`config.mk`:
```
export PLATFORM = sky130hd
export DESIGN_NAME = mem_port_arbiter
export DESIGN_NICKNAME = d
export VERILOG_FILES = /design/src/rtl/mem_port_arbiter.sv
export SDC_FILE = /design/constraint.sdc
export NUM_CORES = 1
export LEC_CHECK = 0
export CAP_MARGIN = 10
export CORE_MARGIN = 4
export CORE_UTILIZATION = 43
export CTS_CLUSTER_DIAMETER = 100
export CTS_CLUSTER_SIZE = 20
export DETAILED_ROUTE_END_ITERATION = 8
export HOLD_SLACK_MARGIN = 0.02
export PLACE_DENSITY = 0.85
export SYNTH_ARGS = -nofsm -noshare
export SYNTH_HDL_FRONTEND = slang
export SYNTH_SLANG_ARGS = --single-unit
```
`constraint.sdc`:
```
create_clock -name clk -period 6.51 [get_ports clk]
set_input_delay 0.651 -clock clk [delete_from_list [all_inputs] [get_ports clk]]
set_output_delay 0.651 -clock clk [all_outputs]
set_load 0.1 [all_outputs]
```
`src/rtl/mem_port_arbiter.sv`:
```
// Arbitrates one memory port between instruction fetch (i_*) and load/store (d_*).
// Data wins ties, a streak counter stops fetch starving, and a watchdog bounds each access.
module mem_port_arbiter #(
  parameter int AW           = 32,
  parameter int DW           = 32,
  parameter int TIMEOUT      = 16,
  parameter int MAX_D_STREAK = 4
) (
  input  logic          clk,
  input  logic          reset,
  input  logic          i_req,
  input  logic [AW-1:0] i_addr,
  output logic          i_ack,
  output logic [DW-1:0] i_rdata,
  input  logic          d_req,
  input  logic          d_we,
  input  logic [AW-1:0] d_addr,
  input  logic [DW-1:0] d_wdata,
  output logic          d_ack,
  output logic [DW-1:0] d_rdata,
  output logic          mem_req,
  output logic          mem_we,
  output logic [AW-1:0] mem_addr,
  output logic [DW-1:0] mem_wdata,
  input  logic [DW-1:0] mem_rdata,
  input  logic          mem_ack,
  output logic          err,
  output logic          busy
);
  localparam int SW = $clog2(MAX_D_STREAK + 1);
  localparam int TW = $clog2(TIMEOUT + 1);

  typedef enum logic [1:0] {IDLE, BUSY, RESP} state_t;

  state_t          state, state_nx;
  logic            gnt_d;
  logic [SW-1:0]   streak;
  logic [TW-1:0]   tcnt;
  logic [DW-1:0]   rdata_q;
  logic            err_q;
  logic            pick_d;
  logic            timeout;
  logic            any_req;

  always_comb begin
    any_req  = i_req | d_req;
    pick_d   = d_req & ~(i_req & (streak == SW'(MAX_D_STREAK)));
    // Last permitted silent cycle: abort instead of counting further.
    timeout  = (tcnt == TW'(TIMEOUT - 1)) & ~mem_ack;
    state_nx = state;
    case (state)
      IDLE:    if (any_req) state_nx = BUSY;
      BUSY:    if (mem_ack || timeout) state_nx = RESP;
      RESP:    state_nx = IDLE;
      default: state_nx = IDLE;
    endcase
  end

  always_ff @(posedge clk or posedge reset) begin
    if (reset) begin
      state     <= IDLE;
      gnt_d     <= 1'b0;
      streak    <= '0;
      tcnt      <= '0;
      rdata_q   <= '0;
      err_q     <= 1'b0;
      mem_req   <= 1'b0;
      mem_we    <= 1'b0;
      mem_addr  <= '0;
      mem_wdata <= '0;
    end else begin
      state <= state_nx;
      case (state)
        IDLE: if (any_req) begin
          gnt_d     <= pick_d;
          mem_req   <= 1'b1;
          mem_we    <= pick_d & d_we;
          mem_addr  <= pick_d ? d_addr : i_addr;
          mem_wdata <= pick_d ? d_wdata : '0;
          tcnt      <= '0;
          // Streak only grows while fetch is actually being passed over.
          if (pick_d && i_req) begin
            if (streak != SW'(MAX_D_STREAK)) streak <= streak + SW'(1);
          end else begin
            streak <= '0;
          end
        end
        BUSY: begin
          if (mem_ack) begin
            mem_req <= 1'b0;
            rdata_q <= mem_we ? '0 : mem_rdata;
            err_q   <= 1'b0;
          end else if (timeout) begin
            mem_req <= 1'b0;
            rdata_q <= '0;
            err_q   <= 1'b1;
          end else begin
            tcnt <= tcnt + TW'(1);
          end
        end
        default: ;
      endcase
    end
  end

  always_comb begin
    busy    = (state != IDLE);
    i_ack   = (state == RESP) & ~gnt_d;
    d_ack   = (state == RESP) &  gnt_d;
    err     = (state == RESP) &  err_q;
    i_rdata = i_ack ? rdata_q : '0;
    d_rdata = d_ack ? rdata_q : '0;
  end
endmodule

```
Yosys cells after proc, flatten, opt, wreduce, memory -nomap -nowiden
Cells that the tools add are included.
- flip-flop bits (word level): 110
- input bits: 134
- output and inout port bits: 134
- logic and storage cells: 68
- $add $sub $neg: 2
- equal/unequal tests: 11
- mux-type cells: 22
- bitwise operators: 11
- reductions and logical operators: 12
- operator list (operator ; number):
    32-bit two-way mux ; 7
    5-bit two-way mux ; 3
    5-bit case mux with 2 select lines ; 1
    2-bit != test (second input constant) ; 4
    1-bit AND ; 7
    3-bit two-way mux ; 2
    3-bit != test (second input constant) ; 2
    2-bit AND reduction ; 3
    3-bit AND reduction ; 2
    2-bit nonzero test ; 3
    5-bit by 1-bit adder with 5-bit output (second input constant) ; 1
    5-bit by 4-bit == test with 1-bit output (second input constant) ; 1
    1-bit two-way mux ; 5
    2-bit two-way mux ; 2
    2-bit case mux with 2 select lines ; 1
    4-bit AND reduction ; 1
    3-bit by 1-bit adder with 3-bit output (second input constant) ; 1
    3-bit == test (second input constant) ; 1
    1-bit NOT ; 3
    2-bit by 1-bit == test with 1-bit output (second input constant) ; 1
    2-bit == test (second input constant) ; 1
    2-bit logical NOT ; 1
    2-bit by 1-bit != test with 1-bit output (second input constant) ; 1
    1-bit case mux with 2 select lines ; 1
    3 further kinds ; 3

Logic depth before layout (Yosys ltp)
- word-level depth: 7
- mapped depth: 7
- depth with buffers taken out: 6

Least setup slack after synthesis
No wires, ideal clock.
- path kind: register to output
- start: register state[0]
- end: output port i_rdata[22]
- arrival time: 2.648 ns
- setup slack: 3.211 ns
- stages on the path, launching flop included: 4
- path through: dfrtp_1 -> nor3b_1 -> clkbuf_1 -> and2_1
- cells in the longest elaborated chain, start to end: 3
- ends and longest elaborated chain (item ; RTL line ; text):
    start: declaration ; 35 ; state_t state, state_nx;
    start signal: assignment ; 72 ; state <= state_nx;
    2-bit == test ; 108 ; i_ack = (state == RESP) & ~gnt_d;
    1-bit AND ; 108 ;
    named net i_ack ; 13 ; output logic i_ack,
    32-bit two-way mux ; 111 ; i_rdata = i_ack ? rdata_q : '0;
    end: declaration ; 14 ; output logic [DW-1:0] i_rdata,
The timed path passes the listed nets, and every way through them passes these cells.

Worst setup path after layout
- start: register state[0]
- end: output port busy
- cells in the longest elaborated chain, start to end: 1
- ends and longest elaborated chain (item ; RTL line ; text):
    2-bit nonzero test ; 107 ; busy = (state != IDLE);
    end: declaration ; 28 ; output logic busy
Every way passes these cells.

==> results_dict.tcl <==
set metrics [dict create \
    timing.slew.headroom_pct 16.4 \
    dieHeight_microns 116 \
    min_period_ns 3.93 \
    holdBufCountCts 0 \
    worst_pin_slew_ns 1.25 \
    io_buffer_count 267 \
    synth.avg_cell_area_sq_um 10.8 \
    syn_inst 465 \
    routed_wl_microns 16500 \
    status "finished, final reports clean" \
    grt_max_degree 84 \
    drtIter0Drc 320 \
    instances_no_fill 849 \
    drive_above_1_share_pct 4.11 \
    clock-sinks 110 \
    grt_pass1_vias 4915 \
    post-place-cells 832 \
    pin_count 268 \
    numCtsBuffers 9 \
    clkTransAtPathRegs_ns 0.07 \
    die-area_sq_mm 0.0135 \
    grt_use_met1_pct 29.8 \
    gr-usage-met3_pct 6.63 \
    gp_congestion 0.850 \
    final.setup.worst_slack_ns 2.58 \
    utilization_pct 70.3 \
    crit_arrival_ns 3.28 \
    start_util_pct 44.0 \
    cts_max_level 3 \
    fmax_mhz 254 \
    maxCapViolCount 0 \
    die_width_microns 116 \
    worstSetupPathType "reg -> out" \
    setup_viol 0 \
    ir_worst_vdd_mv 0.480 \
    routedWlPerCell_microns 19.5 \
    grt.met2_usage_pct 41.3 \
    area_growth_pct 59.6 \
    grt_antenna_before_repair 0 \
    firstDrtPassIters 5 \
    design_area_sq_mm 0.00802 \
    layout.nets 839 \
    required_ns 5.86 \
    syn_area_sq_mm 0.00503 \
    post_dp_cell_area_sq_mm 0.00774 \
    antenna_cells 0 \
    finalSetupTns_ns 0 \
    post_cts_buffers 0 \
    grt_overflow 0 \
    clkLatencyLatePin_ns 0.34 \
    cts_tree "built" \
    drc_errors 0 \
    fin_skew_ns 0.00914 \
    rsz0062_at_grt "no" \
    ys_ff_latch 110 \
    vias 4880 \
    p_per_area_mw_per_mm2 598 \
    place_hpwl_microns 12100 \
    start_kind "flip-flop" \
    p_leak_nw 3.29 \
    hold_viol 0 \
    core_sq_mm 0.0114 \
    ys_types 30 \
    busiest_layer "met2" \
    cp_max_fo 70 \
    cts_buffer_depth 2 \
    cts_resized 0 \
    period_share_pct 60.4 \
    crit_path_end_kind "primary output" \
    postRouteAntennaNets 0 \
    clockRootBuffer "clkbuf_16" \
    synth_nets 603 \
    drt-vias-per-instance 5.75 \
    synth_seq_area_share_pct 54.8 \
    final_max_slew_viol_count 0 \
    grt_pass1_wl_microns 25700 \
    yosys_warnings 0 \
    rows 39 \
    hp-class "reg -> reg" \
    dp_slack_ns 2.82 \
    grt_usage_pct 24.2 \
]
[cell usage in the layout, fill, tap and decap left out, drive strengths merged]
| cell type | count |
|---|---|
| nand4 | 32 |
| buf | 6 |
| or3 | 1 |
| o21ai | 34 |
| or2 | 1 |
| nand3 | 34 |
| clkinvlp | 2 |
| dfrtp | 110 |
| nor2 | 4 |
| and3 | 2 |
| and2 | 65 |
| ha | 4 |
| mux2 | 2 |
| and4 | 1 |
| inv | 9 |
| a32o | 1 |
| xnor2 | 1 |
| o2bb2ai | 1 |
| a21oi | 4 |
| clkdlybuf4s50 | 267 |
| nor4b | 1 |
| or4b | 1 |
| o211ai | 32 |
| nand2 | 1 |
| a21o | 2 |
| nor2b | 2 |
| a22o | 69 |
| nor3b | 1 |
| clkinv | 3 |
| clkbuf | 10 |
| and3b | 3 |
[flip-flops by register name (all words and copies together) (netlist names), 2 cells and up]
name,flops
tcnt,5
rdata_q,32
state,2
mem_wdata,32
streak,3
mem_addr,32
[where the power goes]
group / switching (mW) / internal (mW) / leakage [nW] / total [mW]
Sequential: 0.205 / 0.993 / 1.39 / 1.20
Clock: 0.249 / 0.262 / 0.129 / 0.511
Combinational: 2.32 / 0.772 / 1.78 / 3.09
[metal layers]
| metal | vias to the layer above | share of wire, % |
|---|---|---|
| met4 | 0 | 3.2 |
| met1 | 2364 | 38 |
| met2 | 276 | 49 |
| li1 | 2196 | - |
| met5 | - | 0 |
| met3 | 44 | 9.5 |
[stage by stage]
stage / hold WS, ns / power, mW
3_3_place_gp: 0.468 / 4.22
5_1_grt: 0.511 / 4.99
4_1_cts: 0.487 / 4.81
6_report: 0.484 / 4.80
2_1_floorplan: 0.456 / 3.51
3_5_place_dp: 0.471 / 4.29
[synth_stat cells (all sizes together)]
library cell / instances / area, sq um
dfrtp: 110 / 2750
a22o: 69 / 604
and2: 65 / 407
nand3: 34 / 170
o21ai: 34 / 170
nand4: 32 / 200
o211ai: 32 / 240
clkbuf: 31 / 116
buf: 17 / 83.8
inv: 8 / 30.0
a21oi: 4 / 20.0
ha: 4 / 50.1
nor2: 4 / 15.0
and3b: 3 / 26.3
a21o: 2 / 15.0
and3: 2 / 12.5
mux2: 2 / 22.5
nor2b: 2 / 12.5
a32o: 1 / 10.0
and4: 1 / 8.76
nand2: 1 / 3.75
nor3b: 1 / 7.51
nor4b: 1 / 8.76
o2bb2ai: 1 / 8.76
or2: 1 / 6.26
or3: 1 / 6.26
or4b: 1 / 10.0
xnor2: 1 / 8.76
[cells by family after synthesis]
logic type      synth area share (%)
compound gates                  21.3
buf+inv                         4.58
fa+ha+maj                      0.996
flops                           54.8
xor+xnor                       0.174
simple gates                    17.8
mux                            0.448
[final cells by class]
type / instances / area, sq um
repair buffers: 273 / 2720
inverters: 8 / 32.5
well taps: 143 / 179
clock inverters: 6 / 46.3
clock buffers: 10 / 229
flip-flops and latches: 110 / 2750
fillers: 841 / 3390
multi-input cells: 299 / 2060
[critical path, cell delays in order, from the launching register on]
cell,delay [ns]
dfrtp_1,0.47
nor2_4,0.06
buf_4,0.32
inv_1,0.76
clkdlybuf4s50_1,1.29
[final timing paths]
check                      startpoint            to  slack (ns)  cells past startpoint
max                          state[0]          busy        2.58                      4
min                           mem_req       mem_req        0.48                      1
max reg2reg                 streak[1]   mem_addr[4]        3.74                      6
min reg2reg                   mem_req       mem_req        0.48                      1
max in group asynchronous       reset   rdata_q[18]        4.52                      3
min in group asynchronous       reset  mem_wdata[1]        0.64                      2
Note: power is estimated with default switching activity, not from simulation.
==> RTL edit, RTL diff (same flow settings) <==
Set the parameter `DW` to 36 (it was 32).
--- a/src/rtl/mem_port_arbiter.sv
+++ b/src/rtl/mem_port_arbiter.sv
@@ -4,3 +4,3 @@
   parameter int AW           = 32,
-  parameter int DW           = 32,
+  parameter int DW           = 36,
   parameter int TIMEOUT      = 16,
Ports: changed (5 resized); port bits go from 268 to 288. No check against the original RTL was run, so the function may have changed too.
==> RTL edit against the unedited design <==
Cell area increased by 10%. Wire length grew 2.5%. Worst setup slack better by 0.16 ns. Area after synthesis is 5.4% higher. Critical path depth shrank 1. Sequential cell count grew 8. Sequential share of layout area decreased by 0.99 points. Non-clock buffer count is 20 higher. Critical path type unchanged. Global-route usage grew 0.28 points. Critical endpoint is now d_rdata[10].
Power is left out: the tool's default activity adds up to more than one toggle a clock period on the data nets, which glitch-free logic cannot reach.
==> RTL edit: results (changes against the unedited design) <==
- Ys async rst share: 100% (unchanged)
- TritonRoute pass-1 iters: 6 (was 5)
- Syn_nets: 707 (was 603)
- Yosys warning count: 0 (unchanged)
- # Post-CTS Setup Buffers: 0 (unchanged)
- Met3 Use GR: 9.40% (was 6.63%)
- Main flop type after synthesis: dfrtp_1 (unchanged)
- GR Layer Usage met1: 27.3% (was 29.8%)
- Initial antenna violation count: 0 (unchanged)
- Ant. Diodes: 0 (unchanged)
- Setup TNS Final: 0 ns (unchanged)
- DP Area: 0.00825 mm2 (was 0.00774 mm2)
- Met1 wire length: 6.18 mm (was 6.26 mm)
- Clock transition at the registers of the reported paths: 0.05 ns (was 0.07 ns)
- Clock Skew: 0.00938 ns (was 0.00914 ns)
- Crit path max fanout: 37 (was 70)
- Initial DRC count: 302 (was 320)
- Filler cells: 851 (was 841)
- Vias in the first global route: 5369 (was 4915)
- Maximum clock path buffer count: 2 (unchanged)
- Grt met2 use: 42.0% (was 41.3%)
- # nets final: 977 (was 839)
- H-tree Lvls: 4 (was 3)
- Largest registers: mem_wdata (36), rdata_q (36), mem_addr (32) (was mem_addr (32), mem_wdata (32), rdata_q (32))
- Clock Root Buffer: clkbuf_16 (unchanged)
- Status: finished clean (unchanged)
- Post-synth cell types: 30 (unchanged)
- Clk Latency, worst-skew pair: 0.40 ns (was 0.34 ns)
- Synth cell count leaders: 118 x dfrtp_1, 114 x nand2_1, 73 x and2_1 (was 110 x dfrtp_1, 69 x a22o_1, 65 x and2_1)
- Top Metal Used: met4 (unchanged)
- First-pass GRT wire length: 27.8 mm (was 25.7 mm)
- Worst hold path class: register to register (unchanged)
- IO buf count: 287 (was 267)
- Met2 wire len: 8.65 mm (was 8.19 mm)
- WL/cell: 16.8 um (was 19.5 um)
- Overall global routing resource usage: 24.5% (was 24.2%)
- Critical Path AT: 3.12 ns (was 3.28 ns)
- Post-cts resize count: 0 (unchanged)
- Detail Placement HPWL: 12.8 mm (was 12.1 mm)
- Synth top area cells: dfrtp_1 56%, and2_1 8.6%, nand2_1 8.1% (was dfrtp_1 55%, a22o_1 12%, and2_1 8.1%)
- Largest net degree at the start of global routing: 72 (was 84)
- Routed via count: 5129 (was 4880)
- Area occupied by multi-input gates: 0.00215 mm2 (was 0.00206 mm2)
- Layout cells sized above 1: 5.58% (was 4.11%)
- Gp weighted congestion: 0.796 (was 0.850)
- Met3 WL: 1.66 mm (was 1.57 mm)
- Num CTS Buffers: 17 (was 9)
- Worst Max-Slew Pin Slew: 1.15 ns (was 1.25 ns)
- Post-synthesis sequential area ratio: 55.7% (was 54.8%)
RTL edit: per-stage QoR:
stage | cells | setup slack, ns | hold slack, ns
2_1_floorplan | 561 | 2.73 | 0.454
5_1_grt | 1011 | 2.49 | 0.495
4_1_cts | 1010 | 2.69 | 0.470
6_report | 1011 | 2.74 | 0.467
3_3_place_gp | 979 | 3.27 | 0.449
3_5_place_dp | 979 | 3.12 | 0.456
RTL edit: critical path: stages (launching register included):
cell and delay, ns:
dfrtp_1 0.57, and3b_1 0.79, and2_1 0.24, clkdlybuf4s50_1 1.13
RTL edit: path summary, 6_finish.rpt:
check / startpoint / to / slack [ns] / depth (start not counted)
worst max-delay path: state[1] / d_rdata[10] / 2.74 / 3
worst min-delay path: mem_wdata[33] / mem_wdata[33] / 0.47 / 2
worst max register to register: state[1] / streak[0] / 4.34 / 5
worst min register to register: mem_wdata[33] / mem_wdata[33] / 0.47 / 2
max in group asynchronous: reset / rdata_q[33] / 4.52 / 3
min in group asynchronous: reset / mem_wdata[0] / 0.74 / 2
RTL edit: cell type report:
class / instances / area share (%)
Clock buffer: 22 / 5.46
Clock inverter: 9 / 1.13
Inverter: 7 / 0.325
Multi-Input combinational cell: 394 / 24.2
Sequential cell: 118 / 33.3
Tap cell: 168 / 2.37
Timing Repair Buffer: 293 / 33.1
RTL edit: logic make-up (layout without fill, tap and decap cells):
kind of cell / count (synthesis) / in the layout / synth area share (%)
xor gates and xnor gates: 1 / 1 / 0.165
and+or+nand+nor: 274 / 274 / 25.0
buffers and inverters: 49 / 331 / 4.18
DFF: 118 / 118 / 55.7
AOI/OAI and AO/OA: 114 / 114 / 13.8
muxes: 1 / 1 / 0.212
adders and majority gates: 4 / 4 / 0.944
